===== src/rtl/lw_sha_fifo_interface_ctrl.sv =====
`default_nettype none
// ============================================================================
// Module : lw_sha_fifo_interface_ctrl
// Desc   : Bus register file, word packer and data FIFO in front of a SHA core.
// Rev    : 1.0 - initial release
// ============================================================================
module lw_sha_fifo_interface_ctrl #(
  parameter int          BUS_W      = 32,
  parameter int          WORD_W     = 64,
  parameter int          FIFO_DEPTH = 4,
  parameter logic [31:0] ID_VAL     = 32'h0
) (
  input  logic                clk_i,
  input  logic                resetn_i,
  input  logic                wr_i,
  input  logic [11:0]         waddr_i,
  input  logic [BUS_W-1:0]    wdata_i,
  output logic                wr_ack_o,
  input  logic                rd_i,
  input  logic [11:0]         raddr_i,
  output logic [BUS_W-1:0]    rdata_o,
  output logic                read_valid_o,
  output logic                slv_error_o,
  input  logic [8*WORD_W-1:0] hash_i,
  input  logic                done_i,
  input  logic                core_ready_i,
  output logic [WORD_W-1:0]   data_o,
  output logic                valid_o,
  input  logic                ready_i,
  output logic                last_o,
  output logic                start_o,
  output logic                abort_o,
  output logic [3:0]          opcode_o,
  output logic                core_reset_o,
  output logic                irq_o
);
  localparam int          c_P      = WORD_W / BUS_W;
  localparam int          c_AW     = $clog2(FIFO_DEPTH);
  localparam int          c_CW     = c_AW + 1;
  localparam int          c_HW     = 8 * WORD_W;
  localparam int          c_SLICES = c_HW / BUS_W;
  localparam int          c_BSH    = $clog2(BUS_W / 8);
  localparam logic [11:0] c_A_ID   = 12'h000;
  localparam logic [11:0] c_A_CFG  = 12'h010;
  localparam logic [11:0] c_A_CTL  = 12'h020;
  localparam logic [11:0] c_A_STS  = 12'h030;
  localparam logic [11:0] c_A_IE   = 12'h040;
  localparam logic [11:0] c_A_LVL  = 12'h050;
  localparam logic [11:0] c_A_DIN  = 12'h140;
  localparam logic [11:0] c_A_DINL = 12'h148;

  logic [3:0]        r_opcode;
  logic [6:0]        r_ie;
  logic              r_ovf, r_derr, r_avl;
  logic              r_wr_ack, r_rvalid, r_slv_err, r_start, r_abort, r_core_rst_n, r_irq;
  logic [BUS_W-1:0]  r_rdata;
  logic [c_AW-1:0]   r_wptr, r_rptr;
  logic [c_CW-1:0]   r_count;
  logic [WORD_W:0]   r_mem [FIFO_DEPTH];

  logic              w_cfg_wr, w_ctl_wr, w_sts_wr, w_ie_wr, w_din_wr, w_din_last;
  logic              w_srst, w_init, w_abort, w_flush;
  logic              w_full, w_empty, w_pop, w_completes, w_push_req, w_push_ok, w_push_rej;
  logic [WORD_W-1:0] w_push_data;
  logic [6:0]        w_sts;
  logic [31:0]       w_reg32, w_hidx;
  logic [BUS_W-1:0]  w_rd_val;
  logic              w_rd_err, w_hash_hit;
  logic [c_HW-1:0]   w_hash_sh;

  assign w_cfg_wr   = wr_i && (waddr_i == c_A_CFG);
  assign w_ctl_wr   = wr_i && (waddr_i == c_A_CTL);
  assign w_sts_wr   = wr_i && (waddr_i == c_A_STS);
  assign w_ie_wr    = wr_i && (waddr_i == c_A_IE);
  assign w_din_last = (waddr_i == c_A_DINL);
  assign w_din_wr   = wr_i && ((waddr_i == c_A_DIN) || w_din_last);
  assign w_srst     = w_cfg_wr && wdata_i[31];
  // Abort dominates init when both bits are written together.
  assign w_abort    = w_ctl_wr && wdata_i[2];
  assign w_init     = w_ctl_wr && wdata_i[0] && !wdata_i[2];
  assign w_flush    = w_ctl_wr && (wdata_i[0] || wdata_i[2]);

  assign w_full     = (r_count == c_CW'(FIFO_DEPTH));
  assign w_empty    = (r_count == '0);
  assign w_pop      = !w_empty && ready_i;
  assign w_push_req = w_din_wr && w_completes;
  assign w_push_ok  = w_push_req && (!w_full || w_pop);
  assign w_push_rej = w_push_req && !w_push_ok;
  assign w_sts      = {r_ovf, w_empty, !core_ready_i, r_derr, 1'b0, !w_full, r_avl};

  generate
    if (c_P == 2) begin : g_pack2
      logic             r_pk_full;
      logic [BUS_W-1:0] r_pk_upper;
      // A rejected completing write leaves the held upper half in place.
      always_ff @(posedge clk_i or negedge resetn_i) begin
        if (!resetn_i) begin
          r_pk_full  <= 1'b0;
          r_pk_upper <= '0;
        end else if (w_srst || w_flush) begin
          r_pk_full  <= 1'b0;
          r_pk_upper <= '0;
        end else if (w_din_wr && !r_pk_full) begin
          r_pk_full  <= 1'b1;
          r_pk_upper <= wdata_i;
        end else if (w_push_ok) begin
          r_pk_full  <= 1'b0;
        end
      end
      assign w_completes = r_pk_full;
      assign w_push_data = {r_pk_upper, wdata_i};
    end else begin : g_pack1
      assign w_completes = 1'b1;
      assign w_push_data = wdata_i;
    end
  endgenerate

  always_ff @(posedge clk_i) begin
    if (w_push_ok) r_mem[r_wptr] <= {w_din_last, w_push_data};
  end

  // Hash slices are read big-endian: offset 0 is the top BUS_W bits of word 7.
  assign w_hidx     = 32'(raddr_i[5:c_BSH]);
  assign w_hash_hit = (raddr_i[11:6] == 6'h04) && (raddr_i[c_BSH-1:0] == '0) &&
                      (w_hidx < c_SLICES);
  assign w_hash_sh  = hash_i << (w_hidx * BUS_W);

  always_comb begin
    w_reg32  = '0;
    w_rd_err = 1'b0;
    case (raddr_i)
      c_A_ID:  w_reg32 = ID_VAL;
      c_A_CFG: w_reg32 = {28'd0, r_opcode};
      c_A_CTL: w_reg32 = '0;
      c_A_STS: w_reg32 = {25'd0, w_sts};
      c_A_IE:  w_reg32 = {25'd0, r_ie};
      c_A_LVL: w_reg32 = 32'(r_count);
      default: w_rd_err = 1'b1;
    endcase
    w_rd_val        = '0;
    w_rd_val[31:0]  = w_reg32;
    if (w_hash_hit) begin
      w_rd_val = w_hash_sh[c_HW-1 -: BUS_W];
      w_rd_err = 1'b0;
    end
  end

  always_ff @(posedge clk_i or negedge resetn_i) begin
    if (!resetn_i) begin
      r_opcode <= '0; r_ie <= 7'h02; r_ovf <= 1'b0; r_derr <= 1'b0; r_avl <= 1'b0;
      r_wr_ack <= 1'b0; r_rvalid <= 1'b0; r_slv_err <= 1'b0; r_start <= 1'b0;
      r_abort <= 1'b0; r_core_rst_n <= 1'b1; r_irq <= 1'b0; r_rdata <= '0;
      r_wptr <= '0; r_rptr <= '0; r_count <= '0;
    end else if (w_srst) begin
      r_opcode <= '0; r_ie <= 7'h02; r_ovf <= 1'b0; r_derr <= 1'b0; r_avl <= 1'b0;
      r_wr_ack <= 1'b1; r_rvalid <= 1'b0; r_slv_err <= 1'b0; r_start <= 1'b0;
      r_abort <= 1'b0; r_core_rst_n <= 1'b0; r_irq <= 1'b0; r_rdata <= '0;
      r_wptr <= '0; r_rptr <= '0; r_count <= '0;
    end else begin
      r_wr_ack     <= wr_i;
      r_core_rst_n <= 1'b1;
      r_rvalid     <= rd_i;
      if (rd_i) r_rdata <= w_rd_val;
      r_slv_err    <= (rd_i && w_rd_err) || w_push_rej;
      r_start      <= w_init;
      r_abort      <= w_abort;
      if (w_cfg_wr) r_opcode <= wdata_i[3:0];
      if (w_ie_wr)  r_ie     <= wdata_i[6:0];
      r_ovf  <= w_push_rej || (r_ovf  && !(w_sts_wr && wdata_i[6]));
      r_derr <= w_push_rej || (r_derr && !(w_sts_wr && wdata_i[3]));
      r_avl  <= done_i || (r_avl && !(w_sts_wr && wdata_i[0]) && !w_init);
      r_irq  <= |(w_sts & r_ie);
      if (w_flush) begin
        r_wptr <= '0; r_rptr <= '0; r_count <= '0;
      end else begin
        if (w_push_ok) r_wptr <= r_wptr + 1'b1;
        if (w_pop)     r_rptr <= r_rptr + 1'b1;
        if (w_push_ok && !w_pop)      r_count <= r_count + 1'b1;
        else if (!w_push_ok && w_pop) r_count <= r_count - 1'b1;
      end
    end
  end

  assign wr_ack_o     = r_wr_ack;
  assign rdata_o      = r_rdata;
  assign read_valid_o = r_rvalid;
  assign slv_error_o  = r_slv_err;
  assign valid_o      = !w_empty;
  assign data_o       = w_empty ? '0 : r_mem[r_rptr][WORD_W-1:0];
  assign last_o       = !w_empty && r_mem[r_rptr][WORD_W];
  assign start_o      = r_start;
  assign abort_o      = r_abort;
  assign opcode_o     = r_opcode;
  assign core_reset_o = r_core_rst_n;
  assign irq_o        = r_irq;
endmodule
`default_nettype wire


===== config.mk =====
export PLATFORM = sky130hd
export DESIGN_NAME = lw_sha_fifo_interface_ctrl
export DESIGN_NICKNAME = d
export VERILOG_FILES = /design/src/rtl/lw_sha_fifo_interface_ctrl.sv
export SDC_FILE = /design/constraint.sdc
export NUM_CORES = 1
export LEC_CHECK = 0
export BUFFER_PORTS_ARGS = -buffer_cell sky130_fd_sc_hd__buf_2
export CORE_AREA = 2 2 263 265
export CTS_BUF_LIST = sky130_fd_sc_hd__clkbuf_4 sky130_fd_sc_hd__clkbuf_8 sky130_fd_sc_hd__clkbuf_16
export CTS_CLUSTER_DIAMETER = 150
export DETAILED_ROUTE_END_ITERATION = 10
export DIE_AREA = 0 0 265 267
export SKIP_LAST_GASP = 1
export SYNTH_ARGS = -nofsm -noshare
export SYNTH_HDL_FRONTEND = slang
export SYNTH_SLANG_ARGS = --single-unit

===== constraint.sdc =====
create_clock -name clk_i -period 6.9 [get_ports clk_i]
set_clock_uncertainty 0.05 [all_clocks]
set_input_delay 1.035 -clock clk_i [delete_from_list [all_inputs] [get_ports clk_i]]
set_output_delay 1.035 -clock clk_i [all_outputs]
set_load 0.05 [all_outputs]

==> flow_summary.yaml, run 1 <==
yosys:
  synth_area_leader_cell: "edfxtp_1"
  synth_most_common_cell: "edfxtp_1"
  synthFlopType: "edfxtp_1"
  synthMuxAreaShare_pct: 24.5
  synth_fa_ha_area_share_pct: 0.463
  synth_cells: 1143
  synthTopCellsByCount: "edfxtp_1 (260), mux4_2 (193), nand2_1 (115)"
  ys_warn_count: 0
  synth_xor_area_share_pct: 0.245
  syn-cell-area_um2: 17800
  synth_top_family_by_area: "multiplexers"
  synth_seq_cells: 353
  yosys-top-cells-area: "edfxtp_1 (44%), mux4_2 (24%), dfrtp_1 (13%), a22oi_1 (2.7%), and2_1 (2.5%)"
  synthDominantCellAreaShare_pct: 43.7
  synth_compound_area_share_pct: 5.29
  synthDistinctLibCells: 52
  synth_seq_area_share_pct: 56.8
  syn_nets: 1724
  yosys.area_share.simple_pct: 10.1
  synth_edf_count: 260
  async_flop_share_pct: 26.3
  syn_area_per_cell_um2: 15.6
clock_tree:
  clockBufferDepth: 3
  post_cts_resized: 0
  cts.root.buffer_cell: "clkbuf_16"
  h-tree-depth: 2
  clkLatencyLatePin_ps: 560
  clk_pin_slew_ps: 70
  cts_tree: "built"
  clkSinkCount: 353
  cts_buffers: 38
  cts_hold_buf: 0
  postCtsSetupBuffers: 0
die:
  die_h_um: 267
  die_x_um: 265
  io_pins: 684
  coreArea_um2: 68000
  start_util_pct: 26.3
  rows: 96
  die_area_um2: 70800
worst_setup_path:
  path_class: "register to primary output"
  path_buf_inv: 2
  crit_arrival_ps: 3200
  critical-path-slowest-cell: "dfrtp_4"
  worstPathCellList: "buf_4 -> mux4_2 -> and2_1 -> buf_2"
  worstPathRequired_ps: 5810
  crit_fanout: 42
  startpoint_type: "register"
  rr_worst_depth: 9
  cp-end-kind: "primary output"
  cp_top_family: "flip-flops"
  cp.depth: 4
  max_stage_delay_ps: 1010
power_and_ir_drop:
  ir_worst_vdd_uv: 193
  p_per_area_nw_per_um2: 283
  p_leak_uw: 0.00991
layout:
  syn2layout_area_growth_pct: 31.4
  stdcell_count: 2722
  layout-drive-gt1-share_pct: 54.3
  fill_cells: 6679
  fin_nets: 2369
placement:
  dp.final_hpwl_um: 69700
  dp.cells: 2630
  place_congestion: 1.07
  port-buffer-count: 683
drt:
  wl_per_cell_um: 32.1
  ant_nets: 0
  via_count: 14198
  drtIter0Drc: 1165
  routed_via_density: 5.22
  drc_errors: 0
  drt_wl_total_um: 87500
  drt-pass1-iter-count: 6
timing:
  fin_setup_tns_ps: 0
  layout_min_cycle_time_ps: 4290
  rsz0062_at_grt: "false"
  slew_headroom_pct: 11.5
  min_period_over_period_pct: 62.1
  final_hold_viol_count: 0
  drv_slew: 0
  fmaxAchievable_mhz: 233
  setup_viol: 0
  tightest_slew_ps: 1330
global_route:
  grt_max_degree: 69
  grt-ovfl-total: 0
  grt_pass1_wl_um: 118000
  antenna_found_initial: 57
  grt_pass1_vias: 14553
  track_usage_pct: 24.2
worst_hold_path:
  whs_path_depth: 2
  worstHoldPathType: "register to register"
outcome:
  outcome: "finished, final reports clean"
job:
  cap_viol_max_count: 0
report_power, final:
group / switching [µW] / internal (µW) / leakage, µW
clock: 870 / 1250 / 0.000648
combinational: 1270 / 783 / 0.00540
sequential: 184 / 2290 / 0.00387
state kept, by name (all words and copies together), names as in the netlist:
signal,cells
r_mem,260
g_pack2.r_pk_upper,32
rdata_o,32
r_ie,7
opcode_o,4
r_count,3
r_rptr,2
r_wptr,2
abort_o,1
core_reset_o,1
g_pack2.r_pk_full,1
irq_o,1
r_avl,1
r_derr,1
r_ovf,1
read_valid_o,1
slv_error_o,1
start_o,1
wr_ack_o,1
logic make-up after synthesis:
| logic type | Yosys count |
|---|---|
| DFF | 353 |
| and+or+nand+nor | 342 |
| muxes | 196 |
| AOI/OAI and AO/OA | 141 |
| buffers and inverters | 100 |
| adders and majority gates | 6 |
| xor gates and xnor gates | 5 |
cell usage in the layout (no fill, tap or decap), types with 5 or more instances in the layout:
cell,n
dfrtp_1,89
o21ai_0,17
nand2b_1,6
a22oi_1,65
buf_4,12
nor2b_1,29
buf_2,680
clkbuf_4,10
ha_1,5
a21oi_1,40
nand3_1,44
clkinv_2,5
nor3_1,5
inv_1,9
mux4_2,193
clkbuf_16,39
nor2_1,41
and2_1,67
a22o_1,7
diode_2,23
nand2_1,115
edfxtp_1,260
final cells by class:
cell class,instances,area [µm²],area share [%]
antenna,23,57.6,0.245
multi-input combinational,690,7290,31.1
clock inverter,16,191,0.816
inverter,11,41.3,0.176
clock buffer,53,1110,4.72
sequential,353,10100,43.3
tap,882,1100,4.71
timing repair buffer,694,3520,15.0
through the flow:
stage	utilization [%]	worst slack, ps	area (µm²)	hold slack (ps)	power [µW]
final	34.5	2610	23500	427	6650
after global routing	34.5	2390	23400	462	6880
after CTS	34.4	2480	23400	432	6720
after detailed placement	32.5	2810	22100	419	4600
after global placement	32.5	2830	22100	419	4590
after floorplan	-	2460	17800	416	3900
worst paths after layout:
| check | startpoint | slack (ps) | end |
|---|---|---|---|
| worst max register to register | r_count[2] | 4020 | r_count[2] |
| max in group asynchronous | resetn_i | 5050 | rdata_o[21] |
| min in group asynchronous | resetn_i | 490 | g_pack2.r_pk_upper[20] |
| worst max-delay path | r_rptr[0] | 2610 | data_o[40] |
| worst min-delay path | rdata_o[5] | 430 | rdata_o[5] |
| worst min register to register | rdata_o[5] | 430 | rdata_o[5] |
per-layer routing:
metal	share of wire, %	track usage, %	routed length (µm)	up-vias
li1	-	-	-	5885
met1	40	31.4	34600	7271
met2	48	39.7	41600	842
met3	9.7	6.71	8510	166
met4	2.9	6.87	2500	34
met5	0.24	0	211	-
tightest hold or removal path, cell delays in order (launching register included):
cell	delay, ps
dfrtp_1	340
nand2_1	40
o21ai_0	60
Power figures use the tool's default switching activity.
==> run 2, diff against run 1 <==
--- a/config.mk
+++ b/config.mk
@@ -6,11 +6,11 @@
 export NUM_CORES = 1
 export LEC_CHECK = 0
 export BUFFER_PORTS_ARGS = -buffer_cell sky130_fd_sc_hd__buf_2
-export CORE_AREA = 2 2 263 265
+export CORE_AREA = 2 2 265 267
 export CTS_BUF_LIST = sky130_fd_sc_hd__clkbuf_4 sky130_fd_sc_hd__clkbuf_8 sky130_fd_sc_hd__clkbuf_16
 export CTS_CLUSTER_DIAMETER = 150
 export DETAILED_ROUTE_END_ITERATION = 10
-export DIE_AREA = 0 0 265 267
+export DIE_AREA = 0 0 267 269
 export SKIP_LAST_GASP = 1
 export SYNTH_ARGS = -nofsm -noshare
 export SYNTH_HDL_FRONTEND = slang
==> constraint.sdc (replaced) <==
create_clock -name clk_i -period 4.25 [get_ports clk_i]
set_clock_uncertainty 0.05 [all_clocks]
set_input_delay 0.6375 -clock clk_i [delete_from_list [all_inputs] [get_ports clk_i]]
set_output_delay 0.6375 -clock clk_i [all_outputs]
set_load 0.05 [all_outputs]
==> run 2 against run 1 <==
Net effect: clock power grew 44%; via count decreased by 0.47%; worst hold slack got worse by 360 ps; register-to-register slack got worse by 2600 ps; power up 57%.
==> flow_summary.yaml, run 2 (synthesis gave the netlist of run 1 again) <==
outcome:
  outcome: "finished, final reports clean"
layout:
  largest_register_ffs: 260
  mostFrequentLayoutCells: "buf_2 (680), edfxtp_1 (260), mux4_2 (193)"
  fin_nets: 2381
  syn2layout_area_growth_pct: 32.3
  layout-drive-gt1-share_pct: 54.4
  stdcell_count: 2799
  top_register: "r_mem"
  post-route-util_pct: 34.1
  design_area_um2: 23600
  final_common_cell: "buf_2"
global_route:
  busiest_layer: "met2"
  grt-ovfl-total: 0
  antenna_found_initial: 68
  track_usage_pct: 23.3
  grt_max_degree: 76
  grt_pass1_vias: 14169
  met2_usage_pct: 37.8
  met3_usage_pct: 6.16
  met1_usage_pct: 29.4
  grt_pass1_wl_um: 114000
worst_setup_path:
  worstReg2RegStart: "r_count[2]"
  cp-end-kind: "primary output"
  worstPathRequired_ps: 3560
  crit_arrival_ps: 2730
  startpoint: "r_rptr[0]"
  worstPathCellList: "buf_4 -> mux4_2 -> and2_1 -> buf_2"
  startpoint_type: "register"
  max_stage_delay_ps: 800
  crit_fanout: 25
  critical-path-slowest-cell: "dfrtp_4"
  path_class: "register to primary output"
drt:
  drc_errors: 0
  wl_per_cell_um: 30.7
  via_count: 14131
  drt-pass1-iter-count: 7
  drtIter0Drc: 1435
  drt_wl_total_um: 86000
  ant_nets: 0
  routed_via_density: 5.05
die:
  io_pins: 684
  die_x_um: 267
  die_h_um: 269
  rows: 97
  start_util_pct: 25.8
  die_area_um2: 71800
  coreArea_um2: 69300
timing:
  fin_setup_tns_ps: 0
  rsz0062_at_grt: "false"
  layout_min_cycle_time_ps: 3410
  min_period_over_period_pct: 80.3
  hold_ws_ps: 66.9
  slew_headroom_pct: 28.2
  setup_viol: 0
  fmaxAchievable_mhz: 293
  tightest_slew_ps: 1070
  final_hold_viol_count: 0
  drv_slew: 0
power_and_ir_drop:
  p_seq_share_pct: 38.1
  internal-power_uw: 6730
  p_per_area_nw_per_um2: 441
  pwr-share-clk_pct: 29.4
  p_leak_uw: 0.00993
  p_comb_share_pct: 32.4
  power_switching_uw: 3670
  swShare_pct: 35.3
  ir_worst_vdd_uv: 298
clock_tree:
  cts_tree: "built"
  cts_hold_buf: 0
  cts_buffers: 36
  h-tree-depth: 2
  cts.root.buffer_cell: "clkbuf_16"
  clkLatencyLatePin_ps: 530
  postCtsSetupBuffers: 0
  clockBufferDepth: 3
  clk_pin_slew_ps: 60
  post_cts_resized: 0
  clkSinkCount: 353
placement:
  dp.final_hpwl_um: 69800
  dpl-instance-area_um2: 22400
  dp.cells: 2702
  place_congestion: 1.04
  port-buffer-count: 683
worst_hold_path:
  worstHoldPathType: "input pin to async pin"
job:
  cap_viol_max_count: 0
## run 2: cell count changes in the layout (fill, tap and decap cells not counted), moves of 2 or more
cell | previous run | this run
diode_2 | 23 | 32
buf_12 | 0 | 8
buf_4 | 12 | 18
bufinv_16 | 3 | 0
clkbuf_16 | 39 | 36
clkbuf_4 | 10 | 7
clkinv_1 | 1 | 3
clkinv_8 | 0 | 2
## run 2: final timing paths
check                               endpoint  slack [ps]  depth (start not counted)
worst max-delay path              data_o[24]         840                          4
worst min-delay path                 start_o          70                          1
worst max register to register    r_count[2]        1440                          9
worst min register to register  r_mem[1][35]         460                          0
max in group asynchronous       core_reset_o        3090                          2
min in group clk_i                     r_avl         280                          3
## run 2: metal layers
metal / vias up / part of all wire, % / wire length [µm]
met3: 164 / 9.7 / 8310
met4: 34 / 4.1 / 3490
met2: 845 / 48 / 40900
met1: 7179 / 38 / 33100
li1: 5909 / - / -
met5: - / 0.32 / 275
## run 2: final cells by class
type	instances	area, µm²
antenna	32	80.1
clock buffer	48	1020
clock inverter	17	135
fill	6841	45700
inverter	11	41.3
multi-input combinational	690	7290
sequential	353	10100
tap	940	1180
timing repair buffer	708	3720
## run 2: metrics by stage
step	setup slack, ps	power [µW]
after floorplan	209	6310
after global placement	865	7460
after detailed placement	797	7470
after CTS	753	10500
after global routing	695	10800
final	837	10400
## run 2: critical path: cells and delay by family, from the launching register on
kind          cells  cell delay [ps]
buf+inv           2              610
simple gates      1              170
mux               1              580
flops             1              800
## run 2: power groups by stage
stage | logic, µW | clock network [µW] | registers [µW]
after floorplan | 2500 | 0 | 3820
after global placement | 3410 | 0 | 4050
after detailed placement | 3420 | 0 | 4050
after CTS | 3430 | 3140 | 3980
after global routing | 3560 | 3270 | 3980
final | 3370 | 3060 | 3970
==> run 3, diff against run 2 <==
--- a/config.mk
+++ b/config.mk
@@ -6,11 +6,11 @@
 export NUM_CORES = 1
 export LEC_CHECK = 0
 export BUFFER_PORTS_ARGS = -buffer_cell sky130_fd_sc_hd__buf_2
-export CORE_AREA = 2 2 265 267
+export CORE_AREA = 2 2 263 265
 export CTS_BUF_LIST = sky130_fd_sc_hd__clkbuf_4 sky130_fd_sc_hd__clkbuf_8 sky130_fd_sc_hd__clkbuf_16
 export CTS_CLUSTER_DIAMETER = 150
 export DETAILED_ROUTE_END_ITERATION = 10
-export DIE_AREA = 0 0 267 269
+export DIE_AREA = 0 0 265 267
 export SKIP_LAST_GASP = 1
 export SYNTH_ARGS = -nofsm -noshare
 export SYNTH_HDL_FRONTEND = slang
==> constraint.sdc (replaced) <==
create_clock -name clk_i -period 2.93 [get_ports clk_i]
set_clock_uncertainty 0.05 [all_clocks]
set_input_delay 0.4395 -clock clk_i [delete_from_list [all_inputs] [get_ports clk_i]]
set_output_delay 0.4395 -clock clk_i [all_outputs]
set_load 0.05 [all_outputs]
==> run 3 against run 2 <==
Net effect: core utilization rose by 1.3 points; combinational power rose by 57%; sequential power rose by 38%; count of clock-buffer cells in the layout rose by 5; critical path type unchanged; critical endpoint is now data_o[33]; largest power group unchanged; highest routed layer unchanged.
==> flow_summary.yaml, run 3 (synthesis gave the netlist of run 1 again) <==
power_and_ir_drop:
  power_uw: 15300
  p_leak_uw: 0.0102
  p_per_area_nw_per_um2: 635
  ir_worst_vdd_uv: 508
global_route:
  track_usage_pct: 24.2
  grt_pass1_wl_um: 118000
  grt-ovfl-total: 0
  met1_usage_pct: 31.3
  met3_usage_pct: 5.59
  busiest_layer: "met2"
  grt_pass1_vias: 14685
  met2_usage_pct: 39.6
  antenna_found_initial: 65
  grt_max_degree: 54
clock_tree:
  clockBufferDepth: 3
  cts.root.buffer_cell: "clkbuf_16"
  cts_buffers: 36
  clk_pin_slew_ps: 60
  clkLatencyLatePin_ps: 540
  clkSinkCount: 353
  h-tree-depth: 2
  cts_tree: "built"
die:
  die_x_um: 265
  io_pins: 684
  rows: 96
  die_area_um2: 70800
  start_util_pct: 26.3
  die_h_um: 267
  coreArea_um2: 68000
worst_setup_path:
  max_stage_delay_ps: 580
  cp-end-kind: "primary output"
  crit_fanout: 44
  crit_arrival_ps: 2360
  startpoint_type: "register"
  worstPathCellList: "buf_16 -> mux4_2 -> and2_1 -> buf_2"
  worstPathRequired_ps: 2440
  critical-path-slowest-cell: "mux4_2"
  r2r_slack_ps: 550
  r2r-end: "r_count[2]"
  path_class: "register to primary output"
  rr_worst_depth: 10
  endpoint: "data_o[33]"
  startpoint: "r_rptr[0]"
  worstReg2RegStart: "r_count[0]"
drt:
  drtIter0Drc: 1185
  via_count: 14362
  wl_per_cell_um: 31.4
  ant_nets: 0
  drt-pass1-iter-count: 5
  drc_errors: 0
  drt_wl_total_um: 87100
  routed_via_density: 5.18
layout:
  top_register: "r_mem"
  stdcell_count: 2774
  largest_register_ffs: 260
  final_common_cell: "buf_2"
  layout-drive-gt1-share_pct: 55.5
  syn2layout_area_growth_pct: 34.7
  fin_nets: 2425
  mostFrequentLayoutCells: "buf_2 (680), edfxtp_1 (260), mux4_2 (193)"
placement:
  place_congestion: 0.983
  port-buffer-count: 683
  dp.final_hpwl_um: 72300
  dp.cells: 2687
timing:
  setup_viol: 0
  layout_min_cycle_time_ps: 2850
  rsz0062_at_grt: "false"
  fin_setup_tns_ps: 0
  min_period_over_period_pct: 97.2
  fmaxAchievable_mhz: 351
  slew_headroom_pct: 52.6
  hold_ws_ps: 100
  final_hold_viol_count: 0
  drv_slew: 0
  tightest_slew_ps: 710
outcome:
  outcome: "finished, final reports clean"
job:
  cap_viol_max_count: 0
worst_hold_path:
  worstHoldPathType: "input pin to register"
run 3: cell types whose count changed in the layout (fill, tap and decap cells not counted), moves of 3 or more:
cell      change
buf_12       +13
clkinv_2      -3
diode_2      -11
clkbuf_4      +7
buf_4        +27
run 3: how the worst min path moves through the flow:
stage                      from                endpoint  slack [ps]  cells past startpoint
floorplan              resetn_i                 abort_o          90                      0
global placement       resetn_i  g_pack2.r_pk_upper[22]         340                      1
detailed placement     resetn_i  g_pack2.r_pk_upper[25]         350                      1
CTS                        wr_i                wr_ack_o          80                      1
global route               wr_i                wr_ack_o          80                      1
finish              wdata_i[26]            r_mem[2][26]         100                      1
run 3: area by class of cell:
| cell class | count | area, µm² |
|---|---|---|
| diodes | 21 | 52.6 |
| clock buffers | 53 | 1050 |
| clock inverters | 12 | 121 |
| fillers | 6717 | 43900 |
| inverters | 11 | 41.3 |
| multi-input cells | 690 | 7290 |
| flip-flops and latches | 353 | 10100 |
| well taps | 882 | 1100 |
| repair buffers | 752 | 4250 |
run 3: per-stage QoR:
stage               utilization [%]  instance area [µm²]  worst slack [ps]
floorplan                         -                17900              -207
global placement               33.5                22800              84.2
detailed placement             33.5                22800              69.9
CTS                            35.3                24000              39.2
global route                   35.3                24000              10.8
finish                         35.4                24000              82.8
run 3: routing by layer:
layer,share of wire (%),wire length (µm)
met5,0.27,231
met1,40,35000
met4,3.6,3090
met2,48,41900
met3,7.9,6910
run 3: repair_timing:
item / in CTS / in global routing
gates resized for setup: 2 / 2
buffers inserted: 0 / 0
endpoints found under the setup margin: 39 / 8
endpoints found under the hold margin: 19 / 0
cloned: 0 / 0
hold buffers: 1 / 0
pin swaps: 0 / 0
run 3: critical path: cells and delay by family, from the launching register on:
| family | cells | cell delay (ps) |
|---|---|---|
| multiplexers | 1 | 580 |
| buffers and inverters | 2 | 530 |
| flip-flops | 1 | 440 |
| AND/OR/NAND/NOR | 1 | 200 |
run 3: where the power goes:
part           internal (µW)  switching [µW]
clock                   2610            1900
combinational           1950            3340
sequential              5400            75.0
total                   9950            5320
